$ cat src/rtl/fft4_input_framer_pkg.sv
// -----------------------------------------------------------------------------
// fft4_input_framer_pkg
// Shared constants and helpers for the 4-point FFT input framing path.
//   NB_DATA_DEFAULT : default width of each signed real/imag component
//   FFT4_N          : points per frame
//   FFT4_IDX_W      : width of a sample index within a frame
//   idx_t           : sample index type
//   bitrev2()       : 2-bit bit reversal used by the DIT lane ordering
// -----------------------------------------------------------------------------
package fft4_input_framer_pkg;

  localparam int NB_DATA_DEFAULT = 8;
  localparam int FFT4_N          = 4;
  localparam int FFT4_IDX_W      = 2;

  typedef logic [FFT4_IDX_W-1:0] idx_t;

  function automatic idx_t bitrev2(input idx_t idx);
    return {idx[0], idx[1]};
  endfunction

endpackage

$ cat src/rtl/fft4_frame_bank.sv
// -----------------------------------------------------------------------------
// fft4_frame_bank
// One frame of complex storage: FFT4_N registered (real, imag) slots, written
// one slot per cycle at i_idx when i_we is high. Contents persist until
// overwritten; the owner decides when the bank counts as full.
// Ports:
//   i_clk, i_rst_n       : clock, asynchronous active-low reset (clears slots)
//   i_we, i_idx          : write enable and slot index
//   i_data_r, i_data_i   : sample to store
//   o_data_r, o_data_i   : all FFT4_N slots, slot k at element [k]
// -----------------------------------------------------------------------------
module fft4_frame_bank
  import fft4_input_framer_pkg::*;
#(
  parameter int NB_DATA = NB_DATA_DEFAULT
) (
  input  logic                               i_clk,
  input  logic                               i_rst_n,
  input  logic                               i_we,
  input  idx_t                               i_idx,
  input  logic [NB_DATA-1:0]                 i_data_r,
  input  logic [NB_DATA-1:0]                 i_data_i,
  output logic [FFT4_N-1:0][NB_DATA-1:0]     o_data_r,
  output logic [FFT4_N-1:0][NB_DATA-1:0]     o_data_i
);

  logic [FFT4_N-1:0][NB_DATA-1:0] data_r_q, data_r_d;
  logic [FFT4_N-1:0][NB_DATA-1:0] data_i_q, data_i_d;

  // NOTE: next-state starts as a copy of the current state so every path
  // assigns every bit; without it this block would infer latches.
  always_comb begin
    data_r_d = data_r_q;
    data_i_d = data_i_q;
    if (i_we) begin
      data_r_d[i_idx] = i_data_r;
      data_i_d[i_idx] = i_data_i;
    end
  end

  // NOTE: storage is reset on purpose: the output lanes must read zero out of
  // reset, so this is a register bank, not a RAM that could skip the reset.
  // NOTE: non-blocking assignments here so all flops sample pre-edge values.
  always_ff @(posedge i_clk or negedge i_rst_n) begin
    if (!i_rst_n) begin
      data_r_q <= '0;
      data_i_q <= '0;
    end else begin
      data_r_q <= data_r_d;
      data_i_q <= data_i_d;
    end
  end

  assign o_data_r = data_r_q;
  assign o_data_i = data_i_q;

endmodule

$ cat src/rtl/fft4_input_framer.sv
// -----------------------------------------------------------------------------
// fft4_input_framer
// Groups four consecutive complex samples into a frame and presents the frame
// on four parallel lanes. Two frame banks ping-pong so the input can stream at
// one sample per clock while the downstream butterfly stage stalls.
// Ports:
//   i_clk, i_rst_n               : clock, asynchronous active-low reset
//   i_valid, i_sof               : sample valid, start-of-frame (sample 0)
//   i_data_r, i_data_i           : signed input sample
//   o_ready                      : a sample can be accepted this cycle
//   o_valid, i_ready             : output frame handshake
//   o_data{0..3}_r/_i            : frame lanes
//   o_align_err                  : one-cycle pulse, i_sof hit a partial frame
// Build option:
//   FFT4_FRAMER_BITREV_EN defined -> samples land at bit-reversed slots
//   (lanes carry s0, s2, s1, s3); undefined -> lane k carries sample k.
// -----------------------------------------------------------------------------
module fft4_input_framer
  import fft4_input_framer_pkg::*;
#(
  parameter int NB_DATA = NB_DATA_DEFAULT
) (
  input  logic                      i_clk,
  input  logic                      i_rst_n,
  input  logic                      i_valid,
  input  logic                      i_sof,
  input  logic signed [NB_DATA-1:0] i_data_r,
  input  logic signed [NB_DATA-1:0] i_data_i,
  output logic                      o_ready,
  output logic                      o_valid,
  input  logic                      i_ready,
  output logic signed [NB_DATA-1:0] o_data0_r,
  output logic signed [NB_DATA-1:0] o_data1_r,
  output logic signed [NB_DATA-1:0] o_data2_r,
  output logic signed [NB_DATA-1:0] o_data3_r,
  output logic signed [NB_DATA-1:0] o_data0_i,
  output logic signed [NB_DATA-1:0] o_data1_i,
  output logic signed [NB_DATA-1:0] o_data2_i,
  output logic signed [NB_DATA-1:0] o_data3_i,
  output logic                      o_align_err
);

  logic [1:0] full_q, full_d;
  logic       wr_bank_q, wr_bank_d;
  logic       rd_bank_q, rd_bank_d;
  idx_t       idx_q, idx_d;
  logic       align_err_q, align_err_d;

  logic       accept;
  logic       xfer;
  idx_t       idx_eff;
  idx_t       wr_pos;
  logic [1:0] bank_we;

  logic [FFT4_N-1:0][NB_DATA-1:0] bank_r [2];
  logic [FFT4_N-1:0][NB_DATA-1:0] bank_i [2];
  logic [FFT4_N-1:0][NB_DATA-1:0] lane_r;
  logic [FFT4_N-1:0][NB_DATA-1:0] lane_i;

  // Ready depends only on registered flags, so a bank freed by a transfer
  // is offered to the input one cycle later and i_ready never reaches o_ready.
  assign o_ready     = ~(full_q[0] & full_q[1]);
  assign o_valid     = full_q[rd_bank_q];
  assign o_align_err = align_err_q;

  always_comb begin
    accept  = i_valid & o_ready;
    xfer    = o_valid & i_ready;
    // A start-of-frame always restarts the current bank at slot 0, dropping
    // whatever partial frame was there.
    idx_eff = i_sof ? '0 : idx_q;
`ifdef FFT4_FRAMER_BITREV_EN
    wr_pos  = bitrev2(idx_eff);
`else
    wr_pos  = idx_eff;
`endif
    bank_we = '0;
    bank_we[wr_bank_q] = accept;
  end

  always_comb begin
    full_d      = full_q;
    wr_bank_d   = wr_bank_q;
    rd_bank_d   = rd_bank_q;
    idx_d       = idx_q;
    align_err_d = accept & i_sof & (idx_q != '0);

    // The write bank is never full while o_ready is high, so a transfer
    // clear and a completion set always hit different banks.
    if (xfer) begin
      full_d[rd_bank_q] = 1'b0;
      rd_bank_d         = ~rd_bank_q;
    end

    if (accept) begin
      idx_d = idx_eff + idx_t'(1);
      if (idx_eff == idx_t'(FFT4_N - 1)) begin
        full_d[wr_bank_q] = 1'b1;
        wr_bank_d         = ~wr_bank_q;
        idx_d             = '0;
      end
    end
  end

  always_ff @(posedge i_clk or negedge i_rst_n) begin
    if (!i_rst_n) begin
      full_q      <= '0;
      wr_bank_q   <= 1'b0;
      rd_bank_q   <= 1'b0;
      idx_q       <= '0;
      align_err_q <= 1'b0;
    end else begin
      full_q      <= full_d;
      wr_bank_q   <= wr_bank_d;
      rd_bank_q   <= rd_bank_d;
      idx_q       <= idx_d;
      align_err_q <= align_err_d;
    end
  end

  for (genvar b = 0; b < 2; b++) begin : g_bank
    fft4_frame_bank #(
      .NB_DATA (NB_DATA)
    ) u_bank (
      .i_clk    (i_clk),
      .i_rst_n  (i_rst_n),
      .i_we     (bank_we[b]),
      .i_idx    (wr_pos),
      .i_data_r (i_data_r),
      .i_data_i (i_data_i),
      .o_data_r (bank_r[b]),
      .o_data_i (bank_i[b])
    );
  end

  // Lanes follow the registered read-bank select, so they hold steady
  // while a frame waits for i_ready.
  assign lane_r = bank_r[rd_bank_q];
  assign lane_i = bank_i[rd_bank_q];

  assign o_data0_r = lane_r[0];
  assign o_data1_r = lane_r[1];
  assign o_data2_r = lane_r[2];
  assign o_data3_r = lane_r[3];
  assign o_data0_i = lane_i[0];
  assign o_data1_i = lane_i[1];
  assign o_data2_i = lane_i[2];
  assign o_data3_i = lane_i[3];

endmodule

$ cat config.mk
export PLATFORM = sky130hd
export DESIGN_NAME = fft4_input_framer
export DESIGN_NICKNAME = d
export VERILOG_FILES = /design/src/rtl/fft4_input_framer_pkg.sv /design/src/rtl/fft4_frame_bank.sv /design/src/rtl/fft4_input_framer.sv
export SDC_FILE = /design/constraint.sdc
export NUM_CORES = 1
export LEC_CHECK = 0
export BUFFER_PORTS_ARGS = -buffer_cell sky130_fd_sc_hd__buf_2
export CORE_UTILIZATION = 40
export CTS_CLUSTER_SIZE = 30
export DETAILED_ROUTE_END_ITERATION = 10
export GPL_ROUTABILITY_DRIVEN = 1
export PLACE_DENSITY = 0.66
export SYNTH_ARGS = -nofsm -noshare
export SYNTH_HDL_FRONTEND = slang
export SYNTH_HIERARCHICAL = 1
export SYNTH_SLANG_ARGS = --single-unit
$ cat constraint.sdc
create_clock -name i_clk -period 2.1 [get_ports i_clk]
set_input_delay 0.21 -clock i_clk [delete_from_list [all_inputs] [get_ports i_clk]]
set_output_delay 0.21 -clock i_clk [all_outputs]
set_load 0.02 [all_outputs]
# ---- After elaboration in Yosys (flattened, before gate mapping)
# Cells that the tools add are included.
dict set report op_classes {
  addsub 1
  order_cmp 7
  eq_ne 1
  muxes 23
  n_bitwise 13
  n_reduce_logical 5
}
# op count
set op_table {}
lappend op_table {{two-way mux 32 bit} 6}
lappend op_table {{bitwise mux 32 bit} 4}
lappend op_table {{demux 8 bit (select 2 bit)} 1}
lappend op_table {{two-way mux 2 bit} 5}
lappend op_table {{two-way mux 8 bit} 1}
lappend op_table {{AND 1 bit} 5}
lappend op_table {{AND 2 bit} 2}
lappend op_table {{less-than comparator 1 x 2 -> 1 bit (second input constant)} 2}
lappend op_table {{two-way mux 1 bit} 4}
lappend op_table {{logical AND 1 bit} 3}
lappend op_table {{less-than comparator 2 x 3 -> 1 bit (second input constant)} 1}
lappend op_table {{NOT 1 bit} 3}
lappend op_table {{adder 2 x 1 -> 2 bit (second input constant)} 1}
lappend op_table {{demux 1 bit (select 1 bit)} 2}
lappend op_table {{== test 2 bit (second input constant)} 1}
lappend op_table {{greater-or-equal comparator 1 bit (second input constant)} 2}
lappend op_table {{greater-or-equal comparator 2 x 1 -> 1 bit (second input constant)} 1}
lappend op_table {{greater-or-equal comparator 2 bit (second input constant)} 1}
lappend op_table {{NOT 1 -> 2 bit} 1}
lappend op_table {{NOT 2 bit} 1}
lappend op_table {{OR 2 bit} 1}
lappend op_table {{AND reduction 2 bit} 1}
lappend op_table {{nonzero test 2 bit} 1}
dict set report word_totals {
  regBits 135
  input_bits 21
  out_inout_bits 67
  word_cells 71
}

# ---- Longest topological paths before layout
dict set report depth {
  depth_word 10
  mapped_depth 6
  ltp_nobuf 5
}

# ---- Modules after synthesis
# Netlist, hierarchy kept.
# mod n_inst cells_per_inst area_each_um2 seq_area_each_um2
set modules_own_cells {}
lappend modules_own_cells {fft4_frame_bank 2 136 2411.1 1601.5}
lappend modules_own_cells {fft4_input_framer 1 102 1122.3 175.2}

# ---- Least setup slack after synthesis
# OpenSTA, ideal clock, no wires.
dict set report synth_path {
  kind {register -> register}
  from {reg idx_q[0]}
  to {reg g_bank[1].u_bank.data_i_q (netlist bit g_bank[1].u_bank/o_data_i[19])}
  setup_time_ns 0.125
  arrival_ns 1.838
  required_ns 1.975
  setup_slack_ns 0.137
  stages_incl_launch_ff 5
  n_path_buf 1
  period_less_slack_ns 1.963
  cell_sequence {dfrtp_1 -> nor2b_1 -> nand3b_2 -> buf_4 -> mux2_2}
}
dict set report synth_between {
  elab_chain_cells 6
  word_cells_on_any_way 7
  classes_between {2 x order compare; 4 x mux; 1 x reduce/logical}
}
# item line
set synth_rtl {}
lappend synth_rtl {{start, declared} fft4_input_framer.sv:46} ;# idx_t idx_q, idx_d;
lappend synth_rtl {{start signal, assigned} fft4_input_framer.sv:116} ;# idx_q <= idx_d;
lappend synth_rtl {{two-way mux 2 bit *} fft4_input_framer.sv:71} ;# idx_eff = i_sof ? '0 : idx_q;
lappend synth_rtl {{named net idx_eff[0]} fft4_input_framer.sv:51} ;# idx_t idx_eff;
lappend synth_rtl {{less-than comparator 2 x 3 -> 1 bit (not written as such) / greater-or-equal comparator 2 x 1 -> 1 bit (equally long branches)} fft4_frame_bank.sv:37} ;# data_i_d[i_idx] = i_data_i;
lappend synth_rtl {{logical AND 1 bit (not written as such)} fft4_frame_bank.sv:37}
lappend synth_rtl {{two-way mux 8 bit (not written as such)} fft4_frame_bank.sv:37}
lappend synth_rtl {{demux 8 bit (select 2 bit) *} --}
lappend synth_rtl {{bitwise mux 32 bit *} fft4_frame_bank.sv:37}
lappend synth_rtl {{end signal, assigned} fft4_frame_bank.sv:50} ;# data_i_q <= data_i_d;
lappend synth_rtl {{end, declared} fft4_frame_bank.sv:28} ;# logic [FFT4_N-1:0][NB_DATA-1:0] data_i_q, data_i_d;
# The timed path passes the listed nets; every way through them passes the cells marked *.
# A chain may end at the register's enable or synchronous reset.

# ---- Worst setup path after layout
dict set report layout_path {
  from {reg rd_bank_q}
  to {out o_data0_r[4]}
}
dict set report layout_between {
  elab_chain_cells 4
}
# item line
set layout_rtl {}
lappend layout_rtl {{start, declared} fft4_input_framer.sv:45} ;# logic rd_bank_q, rd_bank_d;
lappend layout_rtl {{start signal, assigned} fft4_input_framer.sv:115} ;# rd_bank_q <= rd_bank_d;
lappend layout_rtl {{NOT 1 -> 2 bit (not written as such)} fft4_input_framer.sv:138} ;# assign lane_r = bank_r[rd_bank_q];
lappend layout_rtl {{two-way mux 32 bit (not written as such) (3 in series)} fft4_input_framer.sv:138}
lappend layout_rtl {{end, declared} fft4_input_framer.sv:32} ;# output logic signed [NB_DATA-1:0] o_data0_r,
# No other way between the ends. The select of a mux whose other input is x is not followed.

==> reports/metrics.sh <==
AREA_GROWTH_SYN_TO_LAYOUT_PCT=20.9
SYNTH_AREA_PER_CELL_SQ_UM=15.9
CLOCK_SINKS=135
PLACEABLECOREAREA_SQ_MM=0.0145
POST-PLACE-CELLS=643
INITIAL_UTILIZATION=0.409
FINAL.SETUP.WORST_SLACK_NS=0.0605
ANTENNA_FOUND_INITIAL=0
VDD_DROP_MAX_mV=0.737
DRT_FIRST_PASS_ITERS=4
DETAILED_PLACE.AREA_SQ_MM=0.00664
N_ANTENNA_CELL=0
FP.DIEH_UM=124
GRT-OVFL-TOTAL=0
REG2REG_DEPTH=3
MAX_SLEW.WORST_PIN.SLEW_NS=0.560
FIN_SETUP_TNS_NS=0
YS.WARNINGS.COUNT=6
POWER.STATIC_LEAKAGE_nW=3.35
RSZ0062_AT_GRT='true'
GP_CONGESTION=0.751
CRIT_REQUIRED_NS=1.89
CRITICAL_PATH.MAX_FANOUT=30
IO_PINS=88
DRT-WIRELENGTH-PER-CELL_UM=18.6
SEQ_AREA_FRAC_SYNTH=0.568
PORT-BUFFER-COUNT=87
SYNTH.LARGEST_AREA_CELL='dfrtp_1'
SYNTHESIS.INSTANCES=374
MAX_SLEW_MARGIN=0.625
POWERDENSITY_mW_PER_MM2=1710
REG_TO_REG_START='idx_q[1]'
FMAXACHIEVABLE_MHz=490
MIN-DELAY-PATH-CLASS='in2reg'
FLOORPLAN.ROWS=44
ENDPOINT='o_data0_r[4]'
NETLIST_AREA_BEFORE_PLACEMENT_SQ_MM=0.00594
POST_SYNTH_NUM_CELL_TYPES=22
CLOCK_TREE.ROOT_CELL='clkbuf_16'
WORST-SETUP-PATH-TYPE='reg2out'
SETUP_SLACK_AT_PLACEMENT_NS=-0.240
CTS_TREE='yes'
DPL.HPWL_MM=8.30
SYNTH.TOP_CELL.AREA_SHARE=0.568
FILLCELLCOUNT=1288
MAXIMUM_NUMBER_OF_PINS_ON_ONE_NET_BEFORE_GLOBAL_ROUTE_REPAIR=54
FINALMAXSLEWVIOLATIONS=0
CTS_INSERTED_BUFFERS=17
DRT_ITER0_DRC=100
DIE_WIDTH_UM=124
CTS_HTREE_LEVELS=4
ROUTE.VIAS.TOTAL=3447
TIMING.CRITICAL_PATH.FROM='rd_bank_q'
LAYOUT.NETS=501
POST_LAYOUT_NONFILLER_INSTANCES=675
VIA_TO_CELL_RATIO=5.11
MIN_PERIOD_NS=2.04
FIN_SKEW_NS=0.00773
CLKTRANSATPATHREGS_NS=0.05
DRIVE_ABOVE_1_SHARE=0.672
STDCELL_AREA_SQ_MM=0.00718
NUMBER_OF_DRC_VIOLATIONS_AFTER_DETAILED_ROUTING=0
GRT_PASS1_VIAS=3695
TOTALWIRELENGTH_MM=12.6
SYNTH_TOP_CELLS_BY_AREA='dfrtp_1 57%, mux2_2 36%, mux2_4 1.5%'
ARRIVAL_TIME_AT_THE_WORST_ENDPOINT_NS=1.83
CTS_MAX_PATH_BUFFERS=2
SYN-NUM-NETS=396
HOLD_VIOL_FINAL=0
PERIOD_SHARE=0.971
REPORT.FINAL.SETUP_VIOL=0
GRT_USAGE=0.176
YS_FF_LATCH=135
FINALPOWER_mW=12.3
GRT_PASS1_WL_MM=19.6
FLOORPLAN.DIE_AREA_SQ_MM=0.0154
ANTENNA_VIOLATING_NETS_POST_ROUTE=0
STATUS='finished, final reports clean'
SETUP.WORST_PATH.END_CLASS='primary output'
POSTCTSSETUPBUFFERS=0
MAXCAPVIOLCOUNT=0
CLK-INSERTION-DELAY-LATE_NS=0.41
SETUP.WORST_PATH.START_CLASS='register'
FF2FF_SETUP_SLACK_NS=0.11
REGTOREGENDPOINT='g_bank[1].u_bank/o_data_i[25]'
-- layout by cell type (no fill, tap or decap) --
| cell | synthesis | final |
|---|---|---|
| nor2_1 | 3 | 2 |
| bufinv_16 | 0 | 1 |
| nor2b_2 | 0 | 1 |
| dfrtp_1 | 135 | 134 |
| ha_1 | 1 | 1 |
| buf_12 | 0 | 4 |
| nand3_2 | 2 | 2 |
| mux2_4 | 6 | 6 |
| clkbuf_8 | 2 | 2 |
| nand2_1 | 4 | 4 |
| o21ai_0 | 3 | 3 |
| buf_4 | 2 | 10 |
| and2_1 | 1 | 1 |
| buf_2 | 7 | 86 |
| nand3b_2 | 4 | 4 |
| a21boi_2 | 1 | 1 |
| a32o_1 | 1 | 1 |
| clkbuf_16 | 0 | 17 |
| nor3b_4 | 2 | 2 |
| a21oi_1 | 2 | 2 |
| nor2b_1 | 2 | 1 |
| a31oi_1 | 1 | 1 |
| mux2_2 | 188 | 188 |
| buf_6 | 5 | 1 |
| xnor2_1 | 1 | 1 |
| clkbuf_1 | 0 | 8 |
| nor2_2 | 0 | 1 |
| dfrtp_4 | 0 | 1 |
| inv_1 | 1 | 1 |
| clkinv_2 | 0 | 3 |
| dlygate4sd3_1 | 0 | 1 |
-- where the power goes --
part	switching, mW	leakage, nW	internal (mW)
clock network	0.999	0.259	1.68
logic	2.58	1.44	2.57
registers	0.655	1.65	3.84
-- layout make-up --
class	instances	area [sq um]	area share
well taps	184	230	0.0320
clock buffers	27	483	0.0672
inverters	1	3.75	0.000522
multi-input cells	222	2430	0.339
flip-flops and latches	135	3380	0.471
clock inverters	4	45.0	0.00627
repair buffers	102	607	0.0845
-- timing repair --
item / in CTS / in global routing
endpoints found under the setup margin: 53 / 50
hold buffers: 1 / 0
gates resized for setup: 1 / 1
endpoints found under the hold margin: 50 / 0
-- cell families after synthesis --
logic type                 after synthesis  share of synthesized area
and+or+nand+nor                         18                     0.0248
AOI/OAI and AO/OA                        8                    0.00884
buffers and inverters                   17                     0.0232
muxes                                  194                      0.371
adders and majority gates                1                    0.00210
xor gates and xnor gates                 1                    0.00147
DFF                                    135                      0.568
-- synth_stat cells (all sizes together) --
cell and count:
xnor2 1, nor2b 2, a21oi 2, nand3b 4, and2 1, clkbuf 2
mux2 194, nor2 3, dfrtp 135, a21boi 1, nor3b 2, inv 1
ha 1, a31oi 1, a32o 1, o21ai 3, buf 14, nand3 2
nand2 4
-- state kept, by name, indices dropped and copies added (netlist names) --
register                cells
g_bank.u_bank/o_data_i     64
g_bank.u_bank/o_data_r     64
full_q                      2
idx_q                       2
o_align_err                 1
rd_bank_q                   1
wr_bank_q                   1
-- per-stage QoR --
stage	utilization	hold WS (ns)
final	0.494	0.0384
after floorplan	-	-0.0856
after detailed placement	0.457	0.202
after global placement	0.457	0.183
after global routing	0.494	0.0400
after CTS	0.494	0.0230
-- worst max-delay path: stages, from the launching register on --
cell,delay (ns)
dfrtp_4,0.59
buf_12,0.26
mux2_2,0.38
buf_2,0.17
-- worst min-delay path by stage --
stage	start	end	slack [ns]	cells past startpoint
after floorplan	i_rst_n	full_q[0]	-0.09	0
after global placement	i_rst_n	g_bank[0].u_bank/o_data_r[26]	0.18	1
after detailed placement	i_rst_n	g_bank[0].u_bank/o_data_r[18]	0.20	1
after CTS	i_ready	rd_bank_q	0.02	2
after global routing	i_ready	rd_bank_q	0.04	2
final	i_ready	rd_bank_q	0.04	2
-- layer usage --
metal | up-vias | routed length (um) | global-route usage
met5 | - | 0 | 0
met4 | 0 | 144 | 0.0603
met3 | 13 | 415 | 0.0453
met2 | 53 | 6370 | 0.288
met1 | 1822 | 5650 | 0.226
li1 | 1559 | - | -
Note: power is estimated with default switching activity, not from simulation.
